`config.mk`:
```
export PLATFORM = sky130hd
export DESIGN_NAME = nios2_gpio_irq
export DESIGN_NICKNAME = d
export VERILOG_FILES = /design/src/rtl/nios2_gpio_pkg.sv /design/src/rtl/nios2_gpio_debounce.sv /design/src/rtl/nios2_gpio_irq.sv
export SDC_FILE = /design/constraint.sdc
export NUM_CORES = 1
export LEC_CHECK = 0
export ABC_AREA = 1
export ABC_CLOCK_PERIOD_IN_PS = 4500
export CORE_MARGIN = 5
export CORE_UTILIZATION = 35
export DETAILED_ROUTE_END_ITERATION = 6
export SLEW_MARGIN = 20
export SYNTH_ARGS = -nofsm -noshare
export SYNTH_HDL_FRONTEND = slang
export SYNTH_SLANG_ARGS = --single-unit
```
`constraint.sdc`:
```
create_clock -name clk -period 4.5 [get_ports clk]
set_input_delay 1.125 -clock clk [delete_from_list [all_inputs] [get_ports clk]]
set_output_delay 1.125 -clock clk [all_outputs]
set_load 0.05 [all_outputs]
```
`src/rtl/nios2_gpio_pkg.sv`:
```
// Shared constants for the Nios II GPIO interrupt PIO: register word
// addresses and the per-channel edge-mode encodings.
package nios2_gpio_pkg;

    localparam logic [2:0] ADDR_DATA = 3'd0;
    localparam logic [2:0] ADDR_DEB  = 3'd1;
    localparam logic [2:0] ADDR_MASK = 3'd2;
    localparam logic [2:0] ADDR_EDGE = 3'd3;
    localparam logic [2:0] ADDR_MODE = 3'd4;

    typedef enum logic [1:0] {
        EM_RISE = 2'b00,
        EM_FALL = 2'b01,
        EM_BOTH = 2'b10,
        EM_OFF  = 2'b11
    } edge_mode_e;

endpackage

```
`src/rtl/nios2_gpio_debounce.sv`:
```
// One input channel: synchroniser chain, saturating debounce counter,
// debounced (stable) level and its one-cycle-delayed copy for edge detect.
module nios2_gpio_debounce #(
    parameter int         SYNC_STAGES = 2,
    parameter int         DEB_W       = 16,
    parameter logic       IDLE_LEVEL  = 1'b1
) (
    input  logic             clk,
    input  logic             reset,
    input  logic             in_bit,
    input  logic [DEB_W-1:0] deb_limit,
    output logic             stable,
    output logic             prev
);

    logic [SYNC_STAGES-1:0] sync_q;
    logic [DEB_W-1:0]       cnt;
    logic                   sync;

    assign sync = sync_q[SYNC_STAGES-1];

    // Shift the asynchronous input through the synchroniser chain.
    always_ff @(posedge clk or posedge reset) begin
        if (reset) begin
            sync_q <= {SYNC_STAGES{IDLE_LEVEL}};
        end else begin
            sync_q <= {sync_q[SYNC_STAGES-2:0], in_bit};
        end
    end

    // Commit the synchronised level once it has differed for deb_limit+1 cycles.
    // Using >= lets a lowered limit commit immediately and keeps cnt from wrapping.
    always_ff @(posedge clk or posedge reset) begin
        if (reset) begin
            cnt    <= '0;
            stable <= IDLE_LEVEL;
            prev   <= IDLE_LEVEL;
        end else begin
            prev <= stable;
            if (sync == stable) begin
                cnt <= '0;
            end else if (cnt >= deb_limit) begin
                stable <= sync;
                cnt    <= '0;
            end else begin
                cnt <= cnt + 1'b1;
            end
        end
    end

endmodule

```
`src/rtl/nios2_gpio_irq.sv`:
```
// Nios II GPIO interrupt PIO: WIDTH debounced inputs, selectable edge type,
// write-1-to-clear edge capture, masked level IRQ and an Avalon-MM register file.
module nios2_gpio_irq
    import nios2_gpio_pkg::*;
#(
    parameter int               WIDTH       = 3,
    parameter int               SYNC_STAGES = 2,
    parameter int               DEB_W       = 16,
    parameter logic [DEB_W-1:0] DEB_DEFAULT = 16'd50000,
    parameter logic             IDLE_LEVEL  = 1'b1
) (
    input  logic             clk,
    input  logic             reset,
    input  logic [2:0]       address,
    input  logic             chipselect,
    input  logic             write_n,
    input  logic [31:0]      writedata,
    input  logic [WIDTH-1:0] in_port,
    output logic [31:0]      readdata,
    output logic             irq
);

    logic [DEB_W-1:0]   deb_limit;
    logic [WIDTH-1:0]   irq_mask;
    logic [WIDTH-1:0]   edge_capture;
    logic [2*WIDTH-1:0] edge_mode;
    logic [WIDTH-1:0]   stable;
    logic [WIDTH-1:0]   prev;
    logic [WIDTH-1:0]   evt;
    logic [WIDTH-1:0]   clr;
    logic [31:0]        rd_next;
    logic               wr;
    logic               unused_wd;

    assign wr        = chipselect && !write_n;
    assign unused_wd = ^writedata;

    for (genvar g = 0; g < WIDTH; g++) begin : g_ch
        nios2_gpio_debounce #(
            .SYNC_STAGES (SYNC_STAGES),
            .DEB_W       (DEB_W),
            .IDLE_LEVEL  (IDLE_LEVEL)
        ) u_deb (
            .clk       (clk),
            .reset     (reset),
            .in_bit    (in_port[g]),
            .deb_limit (deb_limit),
            .stable    (stable[g]),
            .prev      (prev[g])
        );
    end

    // Per-channel edge event selected by the channel's 2-bit mode field.
    always_comb begin
        evt = '0;
        for (int unsigned i = 0; i < WIDTH; i++) begin
            case (edge_mode_e'(edge_mode[2*i +: 2]))
                EM_RISE: evt[i] = stable[i] & ~prev[i];
                EM_FALL: evt[i] = ~stable[i] & prev[i];
                EM_BOTH: evt[i] = stable[i] ^ prev[i];
                default: evt[i] = 1'b0;
            endcase
        end
    end

    // Write-1-to-clear mask for the edge capture register.
    always_comb begin
        clr = '0;
        if (wr && address == ADDR_EDGE) begin
            clr = writedata[WIDTH-1:0];
        end
    end

    // Read mux; unused bits and unmapped addresses return zero.
    always_comb begin
        rd_next = '0;
        case (address)
            ADDR_DATA: rd_next[WIDTH-1:0]   = stable;
            ADDR_DEB:  rd_next[DEB_W-1:0]   = deb_limit;
            ADDR_MASK: rd_next[WIDTH-1:0]   = irq_mask;
            ADDR_EDGE: rd_next[WIDTH-1:0]   = edge_capture;
            ADDR_MODE: rd_next[2*WIDTH-1:0] = edge_mode;
            default:   rd_next = '0;
        endcase
    end

    // Control registers, edge capture (set beats clear) and registered read data.
    always_ff @(posedge clk or posedge reset) begin
        if (reset) begin
            deb_limit    <= DEB_DEFAULT;
            irq_mask     <= '0;
            edge_mode    <= '0;
            edge_capture <= '0;
            readdata     <= '0;
        end else begin
            readdata     <= rd_next;
            edge_capture <= (edge_capture & ~clr) | evt;
            if (wr) begin
                case (address)
                    ADDR_DEB:  deb_limit <= writedata[DEB_W-1:0];
                    ADDR_MASK: irq_mask  <= writedata[WIDTH-1:0];
                    ADDR_MODE: edge_mode <= writedata[2*WIDTH-1:0];
                    default: ;
                endcase
            end
        end
    end

    assign irq = |(edge_capture & irq_mask);

endmodule
```
---- Yosys cells after proc, flatten, opt, wreduce, memory -nomap -nowiden ----
Cells that the tools add are included.
cells by class
  $mul .................................... 0
  magnitude comparators ................... 3
  shift operators ......................... 0
  divide/modulo/power cells ............... 0
  multiplexer cells ....................... 13
  equal/unequal tests ..................... 13
  add/subtract/negate cells ............... 3
  bitwise logic cells ..................... 22
  reductions and logical operators ........ 14
operators by type and width
  kind                     count
  $mux W16                 6
  $add A16 B1 Y16 const B  3
  $ge A16 B16 Y1           3
  $pmux W3 S5              1
  $reduce_and A2 Y1        6
  $mux W10                 1
  $not A1 Y1               9
  $pmux W1 S3              3
  $and A1 B1 Y1            6
  $and A3 B3 Y3            2
  $eq A2 B1 Y1 const B     3
  $eq A2 B2 Y1 const B     3
  $eq A3 B2 Y1 const B     2
  $logic_not A2 Y1         3
  $pmux W3 S2              1
  $eq A1 B1 Y1             3
  $eq A3 B1 Y1 const B     1
  $eq A3 B3 Y1 const B     1
  $logic_not A3 Y1         1
  $mux W3                  1
  $not A3 Y3               1
  $or A3 B3 Y3             1
  $reduce_or A3 Y1         1
  $xor A1 B1 Y1            3
  2 further kinds          3
storage, ports and cells
  RAM bits ................................ 0
  ROM bits ................................ 0
  bits in latches ......................... 0
  input port bits ......................... 42
  memories kept ........................... 0
  bits in registers ....................... 104
  output and inout port bits .............. 33

---- Longest topological paths before layout ----
  depth after elaboration ................. 7
  gate-level depth with buffers ........... 13

---- By module ----
Synthesis repeated with hierarchy kept, for this count alone.
second synthesis, totals
  cell total of the unflattened synthesis .. 803
  area total of the unflattened synthesis .. 6485.0 um^2
by module, submodules not included
  module               instances  cells each  area an instance (um^2)  seq. area each (um^2)
  nios2_gpio_debounce  3          182         1420.1                   505.5
  nios2_gpio_irq       1          257         2224.6                   1108.6

---- Least setup slack after synthesis ----
No wires, ideal clock.
  kind .................................... reg2out
  from .................................... register edge_capture[0]
  to ...................................... output irq
  cell stages (with the launch flop) ...... 3
  path buffers ............................ 0
  arrival time ............................ 817 ps
  path slack .............................. 2558 ps
  cell sequence ........................... dfrtp_1 nand2_1 nand3_1
on the way
  cells in the longest elaborated chain, start to end .. 2
RTL lines
  what                    RTL line               RTL
  from (decl)             nios2_gpio_irq.sv:25   logic [WIDTH-1:0] edge_capture;
  from (signal assigned)  nios2_gpio_irq.sv:97   edge_capture <= (edge_capture & ~clr) | evt;
  $and A3 B3 Y3           nios2_gpio_irq.sv:109  assign irq = |(edge_capture & irq_mask);
  $reduce_or A3 Y1        nios2_gpio_irq.sv:109
  to (decl)               nios2_gpio_irq.sv:20   output logic irq
No other way between the ends.

---- Worst setup path in the final report ----
  from .................................... register irq_mask[1]
  to ...................................... output irq
on the way
  cells in the longest elaborated chain, start to end .. 2
RTL lines
  what                    RTL line               RTL
  from (decl)             nios2_gpio_irq.sv:24   logic [WIDTH-1:0] irq_mask;
  from (signal assigned)  nios2_gpio_irq.sv:101  ADDR_MASK: irq_mask <= writedata[WIDTH-1:0];
  $and A3 B3 Y3           nios2_gpio_irq.sv:109
  $reduce_or A3 Y1        nios2_gpio_irq.sv:109
No other way between the ends.

==> results.cfg <==
[cells_and_area]
register_area_mm2 = 0.002625
nets = 856
drive_above_1_share = 0.07218
num-fill-cells = 1676
diodes = 0
multiInputGateArea_mm2 = 0.002882
area_delta_synth_final_pct = 15.32

[detailed_routing]
vias = 4484
drc_errors = 0
routed_wl_um = 12800
first_pass_iters = 4
ant_nets = 0
wl_per_cell_um = 13.04
avgViaCountPerCell = 4.566
drtIter0Drc = 242

[worst_setup_path]
r2r_end = g_ch[2].u_deb.cnt[5]
cp-end-kind = output pin
crit_type = flip-flop to output pin
r2r_slack_ns = 2.43
crit_start = irq_mask[1]
worstPathCellList = nand2_1, nand3_1, clkdlybuf4s50_1
worstReg2RegStart = deb_limit[15]
crit_arrival_ns = 1.69
worst_setup_path_start_kind = flip-flop
r2r_cells = 7
slowest_delay_ns = 0.80
required_ns = 3.38
crit_fanout = 3
critPathSlowestCell = clkdlybuf4s50_1

[placed_design]
io_buffers = 42
dp_hpwl_um = 9601
gp_congestion = 0.8131

[logic_synthesis]
synth-xor-area-share = 0.05715
synth-compound-area-share = 0.05610
yosysWarnings = 0
synth_edf_count = 0
synth-adder-area-share = 0.1193
synth-simple-area-share = 0.2395
synth_area_leaders = dfrtp_1 36%, ha_1 12%, nand2_1 8.9%
ys_ff_latch = 104
synth_ff_type = dfrtp_1
synthCells = 712
seq_area_frac_synth = 0.4392
synth_commonest_cells = 142 x nand2_1, 109 x nor2_1, 90 x inv_1
post-synth-top-count-cell = nand2_1
ys_types = 29
synth_top_area_frac = 0.3601
synthMuxAreaShare = 0
avgSynthCellArea_um2 = 8.395
async_flop_share = 1.000
synth_top_family_by_area = simple AND/OR/NAND/NOR gates
yosysTopAreaCell = dfrtp_1
synth_area_mm2 = 0.005977

[clock_tree]
numCtsBuffers = 9
post_cts_buffers = 0
path_clk_slew_ns = 0.07
cts.sink_count = 104
cts_max_level = 3
cts_resized = 0
tritoncts = built
clock_path_buffers = 2
insertion_delay_ns = 0.36
clockRootBuffer = clkbuf_16
ctsHoldBuffers = 0

[power_and_ir_drop]
switchingPower_uw = 693.3
intPower_uw = 1657
share_seq_of_total_power = 0.450
p_clk_frac = 0.365
total_power_uw = 2351
leakagePower_uw = 0.003325
p_comb_frac = 0.186
ir_worst_vdd_v = 0.0001700
swShare = 0.2950
power_density_mw_per_mm2 = 341.0

[timing]
rsz0062_at_grt = false
fin_worst_skew_ns = 0.005415
setup_viol_count_final = 0
fmax_mhz = 355.0
drv_slew = 0
setup-tns-final_ns = 0
hold_slack_ns = 0.3574
min_period_over_period = 0.6260
fin_crit_ns = 2.817
worst_slew_pin_slew_ns = 0.7269
finalHoldViolations = 0
max_slew_margin = 0.5154

[worst_hold_path]
min_path_cells = 0
hp-start = g_ch[1].u_deb.sync_q[0]
min_to = g_ch[1].u_deb.sync_q[1]
worstHoldPathType = flip-flop to flip-flop

[global_route]
grt_pass1_vias = 4436
grt_max_degree = 57
overflow = 0
grt_first_pass_wirelength_um = 21960
grt_antenna_before_repair = 0
track_usage = 0.1391

[floorplan]
pin_count = 75
start_util = 0.3591
fp.dieH_um = 140.7
die_width_um = 140.7
rows = 47
dieArea_mm2 = 0.01979
core_area_mm2 = 0.01664

[job]
drv_cap = 0

[run_status]
status = finished clean
power groups by stage:
stage          combinational [uW]  clock (uW)  sequential (uW)
6_report                      437         857             1060
3_5_place_dp                  444           0             1070
2_1_floorplan                 289           0             1090
5_1_grt                       501         917             1070
3_3_place_gp                  436           0             1070
4_1_cts                       446         882             1060
flip-flops by register name (all words and copies together) (netlist names):
signal             count
g_ch.u_deb.cnt        48
edge_mode              6
g_ch.u_deb.prev        3
edge_capture           3
irq_mask               3
readdata              16
g_ch.u_deb.sync_q      6
deb_limit             16
g_ch.u_deb.stable      3
logic make-up after synthesis:
group / Yosys count
adder cells (fa/ha/maj): 57
other: 1
AO/OA/AOI/OAI: 64
flip-flops: 104
buffers and inverters: 116
XOR/XNOR: 39
AND/OR/NAND/NOR: 331
per-stage QoR:
step	utilization	instances	area, um^2	setup slack (ns)
floorplan	-	727	6033	0.6726
global placement	0.3948	966	6570	1.468
detailed placement	0.3948	966	6570	1.448
CTS	0.4142	982	6893	1.654
global route	0.4142	982	6893	1.617
finish	0.4142	982	6893	1.683
cells in the final DEF, fill, tap and decap left out, drive strengths merged:
master	n
bufinv	2
clkdlybuf4s50	42
o21a	1
xor2	31
nand2	146
nand3	46
nand4	11
a31oi	1
o21ai	26
o22ai	4
clkbuf	11
conb	16
xnor2	8
nor2	113
nand3b	3
a21oi	31
clkinv	1
nor3	12
o21bai	1
inv	92
dfrtp	86
dfstp	18
ha	57
buf	1
clkinvlp	2
area by class of cell:
class,count,area share
repair buffers,43,0.06390
well taps,220,0.03993
clock inverters,5,0.01162
multi-input cells,507,0.4180
inverters,92,0.05046
clock buffers,11,0.03522
flip-flops and latches,104,0.3808
worst max-delay path, delay by kind of cell (launching register included):
family | cells | cell delay (ns)
and+or+nand+nor | 2 | 0.15
DFF | 1 | 0.38
buffers and inverters | 1 | 0.80
per-layer routing:
metal  GRT usage  up-vias  wire (um)
li1            -     2332          -
met1      0.1769     2080       6068
met2      0.2344       55       6105
met3     0.02133       17        313
met4     0.06170        0        316
met5           0        -          0
how the worst max path moves through the flow:
stage / cells after the start / to / slack [ns]
final: 3 / irq / 1.68
after global routing: 3 / irq / 1.62
after CTS: 3 / irq / 1.65
after detailed placement: 7 / deb_limit[10] / 1.45
after global placement: 7 / deb_limit[10] / 1.47
after floorplan: 1 / deb_limit[0] / 0.67
Note: power is estimated with default switching activity, not from simulation.
